===== config.mk =====
export PLATFORM = sky130hd
export DESIGN_NAME = vga_timing_controller
export DESIGN_NICKNAME = d
export VERILOG_FILES = /design/src/rtl/vga_timing_controller.sv
export SDC_FILE = /design/constraint.sdc
export NUM_CORES = 1
export LEC_CHECK = 0
export BUFFER_PORTS_ARGS = -buffer_cell sky130_fd_sc_hd__clkbuf_2
export CELL_PAD_IN_SITES_DETAIL_PLACEMENT = 1
export CELL_PAD_IN_SITES_GLOBAL_PLACEMENT = 2
export CORE_MARGIN = 4
export CORE_UTILIZATION = 30
export DETAILED_ROUTE_END_ITERATION = 8
export PLACE_DENSITY = 0.75
export SLEW_MARGIN = 5
export SYNTH_ARGS = -nofsm -noshare
export SYNTH_HDL_FRONTEND = slang
export SYNTH_SLANG_ARGS = --single-unit

===== constraint.sdc =====
create_clock -name clk -period 2.5 [get_ports clk]
set_input_delay 0 -clock clk [delete_from_list [all_inputs] [get_ports clk]]
set_output_delay 0 -clock clk [all_outputs]
set_load 0.03 [all_outputs]

===== src/rtl/vga_timing_controller.sv =====
// vga_timing_controller: VGA raster counters, pixel/line/frame strobes and a blanked RGB/sync output stage
module vga_timing_controller #(
  parameter int CLK_DIV  = 4,
  parameter int H_ACTIVE = 640,
  parameter int H_FRONT  = 16,
  parameter int H_SYNC   = 96,
  parameter int H_BACK   = 48,
  parameter int V_ACTIVE = 480,
  parameter int V_FRONT  = 10,
  parameter int V_SYNC   = 2,
  parameter int V_BACK   = 33,
  parameter bit SYNC_POL = 1'b0
)(
  input  logic       clk,
  input  logic       rst_n,
  input  logic [3:0] redIn,
  input  logic [3:0] greenIn,
  input  logic [3:0] blueIn,
  output logic [9:0] horizCount,
  output logic [9:0] vertCount,
  output logic       pixelTick,
  output logic       lineTick,
  output logic       frameTick,
  output logic       hsync,
  output logic       vsync,
  output logic       videoOn,
  output logic [3:0] red,
  output logic [3:0] green,
  output logic [3:0] blue
);
  localparam int H_TOTAL = H_ACTIVE + H_FRONT + H_SYNC + H_BACK;
  localparam int V_TOTAL = V_ACTIVE + V_FRONT + V_SYNC + V_BACK;
  localparam logic [9:0] H_LAST = 10'(H_TOTAL - 1);
  localparam logic [9:0] V_LAST = 10'(V_TOTAL - 1);
  localparam logic [9:0] H_ACT = 10'(H_ACTIVE);
  localparam logic [9:0] V_ACT = 10'(V_ACTIVE);
  localparam logic [9:0] HS_B = 10'(H_ACTIVE + H_FRONT);
  localparam logic [9:0] HS_E = 10'(H_ACTIVE + H_FRONT + H_SYNC - 1);
  localparam logic [9:0] VS_B = 10'(V_ACTIVE + V_FRONT);
  localparam logic [9:0] VS_E = 10'(V_ACTIVE + V_FRONT + V_SYNC - 1);
  localparam logic [3:0] DIV_LAST = 4'(CLK_DIV - 1);
  logic [3:0] div;
  logic       active, hs, vs;
  // region decode from the current, pre-increment counts
  always_comb begin
    active = horizCount < H_ACT && vertCount < V_ACT;
    hs = horizCount >= HS_B && horizCount <= HS_E;
    vs = vertCount >= VS_B && vertCount <= VS_E;
  end
  // pixel divider; the strobe is registered so it is low in reset and follows the wrap by one clk
  always_ff @(posedge clk) begin
    if (!rst_n) begin
      div       <= 4'd0;
      pixelTick <= 1'b0;
    end else begin
      div       <= div == DIV_LAST ? 4'd0 : div + 4'd1;
      pixelTick <= div == DIV_LAST;
    end
  end
  // raster counters with line/frame strobes raised on the wrapping edge
  always_ff @(posedge clk) begin
    if (!rst_n) begin
      horizCount <= 10'd0;
      vertCount  <= 10'd0;
      lineTick   <= 1'b0;
      frameTick  <= 1'b0;
    end else begin
      lineTick  <= pixelTick && horizCount == H_LAST;
      frameTick <= pixelTick && horizCount == H_LAST && vertCount == V_LAST;
      if (pixelTick) begin
        horizCount <= horizCount == H_LAST ? 10'd0 : horizCount + 10'd1;
        if (horizCount == H_LAST) vertCount <= vertCount == V_LAST ? 10'd0 : vertCount + 10'd1;
      end
    end
  end
  // shared output stage so sync and blanked colour leave aligned
  always_ff @(posedge clk) begin
    if (!rst_n) begin
      videoOn <= 1'b0;
      hsync   <= ~SYNC_POL;
      vsync   <= ~SYNC_POL;
      red     <= 4'd0;
      green   <= 4'd0;
      blue    <= 4'd0;
    end else if (pixelTick) begin
      videoOn <= active;
      hsync   <= hs ? SYNC_POL : ~SYNC_POL;
      vsync   <= vs ? SYNC_POL : ~SYNC_POL;
      red     <= active ? redIn : 4'd0;
      green   <= active ? greenIn : 4'd0;
      blue    <= active ? blueIn : 4'd0;
    end
  end
endmodule

# Yosys cells after proc, flatten, opt, wreduce, memory -nomap -nowiden
# Cells that the tools add are included.
# word_totals
register_bits,42
latch_bits,0
mem_bits_rw,0
mem_bits_ro,0
memories,0
# classes
add_sub_neg,3
multipliers,0
div_mod_pow,0
order_cmp,6
n_eq_ne,3
n_shift,0
muxes,7
bitwise_logic,1
n_reduce_logical,7
# ops
operator,count
$add A10 B1 Y10 const B,2
$eq A10 B10 Y1 const B,2
$mux W10,2
$mux W4,3
$ge A10 B10 Y1 const B,1
$ge A10 B9 Y1 const B,1
$le A10 B10 Y1 const B,1
$le A10 B9 Y1 const B,1
$lt A10 B10 Y1 const B,1
$lt A10 B9 Y1 const B,1
$logic_and A1 B1 Y1,5
$add A4 B1 Y4 const B,1
$eq A4 B2 Y1 const B,1
$mux W1,2
$reduce_and A2 Y1,1
$reduce_or A2 Y1,1
$not A1 Y1,1

# Longest topological paths before layout
# depth
depth_word,3
mapped_depth,6
mapped_depth_nobuf,6

# Worst setup path after synthesis
# Ideal clock, no wire load.
# synth_path
path_kind,register -> register
startpoint,reg horizCount[0]
endpoint,reg vertCount[8]
setup_time_ps,73
t_arrival_ps,2194
required_time_ps,2427
setup_slack_ps,233
path_stages_with_launch,7
n_path_buf,1
period_less_slack_ps,2267
path_cell_list,dfxtp_1 -> ha_1 -> nand4_2 -> or3_4 -> buf_6 -> or4_1 -> a21oi_1
# synth_via
elab_chain_cells,2
# synth_rtl
element,line,source
from (decl),19,"output logic [9:0] horizCount,"
from (signal assigned),71,horizCount <= horizCount == H_LAST ? 10'd0 : horizCount + 10'd1;
$eq A10 B10 Y1,72,if (horizCount == H_LAST) vertCount <= vertCount == V_LAST ? 10'd0 : vertCount + 10'd1;
$reduce_and A2 Y1 (no line),n/a,
to (signal assigned),72,
to (decl),20,"output logic [9:0] vertCount,"
# No other way between the ends.
# A chain may end at the register's enable or synchronous reset.

# Worst setup path after layout
# layout_path
startpoint,reg horizCount[0]
endpoint,reg vertCount[7]
# The elaborated chain is that of the path after synthesis.

==> results.md <==
- Critical path peak fanout: 11
- Tightest Pin Transition: 0.542 ns
- Total Wirelength: 5130 microns
- DP Wirelength: 3500 microns
- CTS max path bufs: 2
- Die width: 86.8 microns
- Worst stage delay on the critical path: 0.51 ns
- Crit. End Element: flip-flop
- TritonCTS Sinks: 42
- Hold EP: vsync
- Hold Path Depth: 2
- Final Max Tran Viols: 0
- Syn avg cell area: 9.08 sq um
- Standard-cell rows: 28
- Flop and latch count out of synthesis: 42
- Wirelength per Cell: 14.9 microns
- Gr usage total: 14.3%
- CTS tree: done
- Post_cts resized: 0
- Top-level I/O count: 52
- Overflow after GRT: 0
- Dominant synthesized flop cell: dfxtp_1
- H-Tree Depth: 2
- Layout cells sized above 1: 23.4%
- Gate Count Post-Synth: 205
- Diode count: 0
- Core Area: 5960 sq um
- # Post-CTS Setup Buffers: 0
- Area share of the largest cell type after synthesis: 45.2%
- Cell area after layout: 2390 sq um
- Clock transition at path regs: 0.09 ns
- Place WS: 0.373 ns
- Fmax: 0.464 GHz
- Pwr Density: 516 nW/um^2
- Syn Std Cell Area: 1860 sq um
- Via count: 1642
- Largest net degree at the start of global routing: 30
- FFs w/ async S/R, synth: 0%
- Die Height: 86.8 microns
- Period utilization: 86.2%
- RR Endpoint: vertCount[7]
- Post-synth cell types: 37
- Layout overhead on the synthesized area: 28.2%
- Number of synthesized flops with an enable pin: 0
- Worst hold start: rst_n
- Fin. Hold Viols: 0
- Worst clock skew: 0.00980 ns
- Worst Path Required: 2.73 ns
- CP max-delay cell: or3_4
- Final-stage net count: 287
- Yosys warning count: 0
- RR Startpoint: horizCount[0]
- CTS root buf: clkbuf_8
- Gpl congestion: 0.695
- Most common cell after layout, fill and taps aside: clkbuf_2
- ANT nets after route: 0
- Leading post-synthesis cells by cell area: dfxtp_1 (45%), nor2b_1 (8.7%), xnor2_1 (5.2%)
- Initial antenna violation count: 0
- Crit path cell chain: ha_1, nand4_2, or3_4, or4_1, a21oi_1
- Crit path kind: flip-flop to flip-flop
- Slew HR: 63.9%
- Global-route wire length before repair: 8400 microns
- Yosys top cell by area: dfxtp_1
- Net count after synthesis: 224
- Number of global-route vias before repair: 1615
- Hold buffer count at cts: 12
- IO Port Bufs: 51
- Status: complete, no violations
- Min-delay worst type: primary input to flip-flop
- Worst Path Buf+Inv: 0
- Cells on worst reg2reg path: 5
- Detailed Route Iter0 Violations: 33
- Placed cell areas: 2180 sq um
- Drt pass-1 iters: 4
- Die Area: 7530 sq um
- Crit-path leading delay family: simple AND/OR/NAND/NOR gates
- Maximum vdd ir drop: 0.000222 V
- Clock Latency Late Sink: 0.30 ns
- Worst path arrival time: 2.39 ns
- Starting Density: 31.3%
- Setup crit start kind: flip-flop
- R2R setup slack: 0.34 ns
- Setup TNS: 0 ns
- Final Worst Setup Slack: 0.344 ns
- Seq/Total Area, Yosys: 45.2%
- Residual DRC: 0
- Final hold slack: 0.221 ns
- Overall Power: 1.23 mW
- Tmin final: 2.16 ns
- Most frequent cells in the layout: clkbuf_2 (51), dfxtp_1 (42), nor2b_1 (26)
- Static Leak: 0.979 nW
- Routed vias/inst: 4.77
- Max Cap Viol: 0
- Final setup vio count: 0
- CTS Buf Count: 5
- Unrepaired setup endpoints after global routing: no
state kept, by name, indices dropped and copies added (netlist names):
register    count
horizCount     10
vertCount      10
blue            4
div             4
green           4
red             4
frameTick       1
hsync           1
lineTick        1
pixelTick       1
videoOn         1
vsync           1
cells in the mapped netlist (3+ instances only):
cell / instances
dfxtp_1: 42
nor2b_1: 26
a21oi_1: 16
nor2_1: 15
nand3_1: 13
xnor2_1: 11
nand2_1: 9
and2_1: 8
clkbuf_1: 6
ha_1: 5
inv_1: 5
nand4_1: 5
nor4_1: 4
xor2_1: 4
and3_1: 3
and4_1: 3
o21ai_0: 3
o31ai_1: 3
or4_1: 3
how the worst max path moves through the flow:
stage | startpoint | slack, ns | end | cells after the start
final | horizCount[0] | 0.34 | vertCount[7] | 5
after global routing | horizCount[0] | 0.15 | vertCount[8] | 6
after CTS | horizCount[0] | 0.33 | vertCount[7] | 5
after detailed placement | horizCount[0] | 0.37 | vertCount[9] | 5
after global placement | horizCount[0] | 0.45 | vertCount[7] | 5
after floorplan | horizCount[0] | 0.23 | vertCount[8] | 6
final cells by class:
type	instances	area, sq um
inverter	5	18.8
clock buffer	5	68.8
sequential	42	841
clock inverter	3	21.3
fill	730	3570
timing repair buffer	65	390
multi-input combinational	149	952
tap	75	93.8
cell families after synthesis:
family / share of synthesized area [%]
AOI/OAI and AO/OA: 8.40
xor gates and xnor gates: 7.06
adders and majority gates: 3.36
buffers and inverters: 3.70
DFF: 45.2
muxes: 0.538
and+or+nand+nor: 31.8
power by group:
group / internal, mW / total [mW] / switching [mW]
Clock: 0.197 / 0.453 / 0.256
Sequential: 0.680 / 0.687 / 0.00707
Combinational: 0.0416 / 0.0925 / 0.0509
stage by stage:
| step | utilization [%] | instances |
|---|---|---|
| after global routing | 40.1 | 344 |
| after global placement | 36.5 | 324 |
| after floorplan | - | 205 |
| final | 40.1 | 344 |
| after detailed placement | 36.5 | 324 |
| after CTS | 40.1 | 344 |
per-layer routing:
layer / part of all wire, % / vias up / track usage (%) / wire [microns]
met5: 0 / - / 0 / 0
met3: 3.6 / 5 / 3.61 / 187
met1: 48 / 774 / 19.3 / 2480
li1: - / 836 / - / -
met2: 47 / 27 / 22.6 / 2410
met4: 1.1 / 0 / 3.82 / 59
No activity file was read; power rests on OpenSTA's default activity.
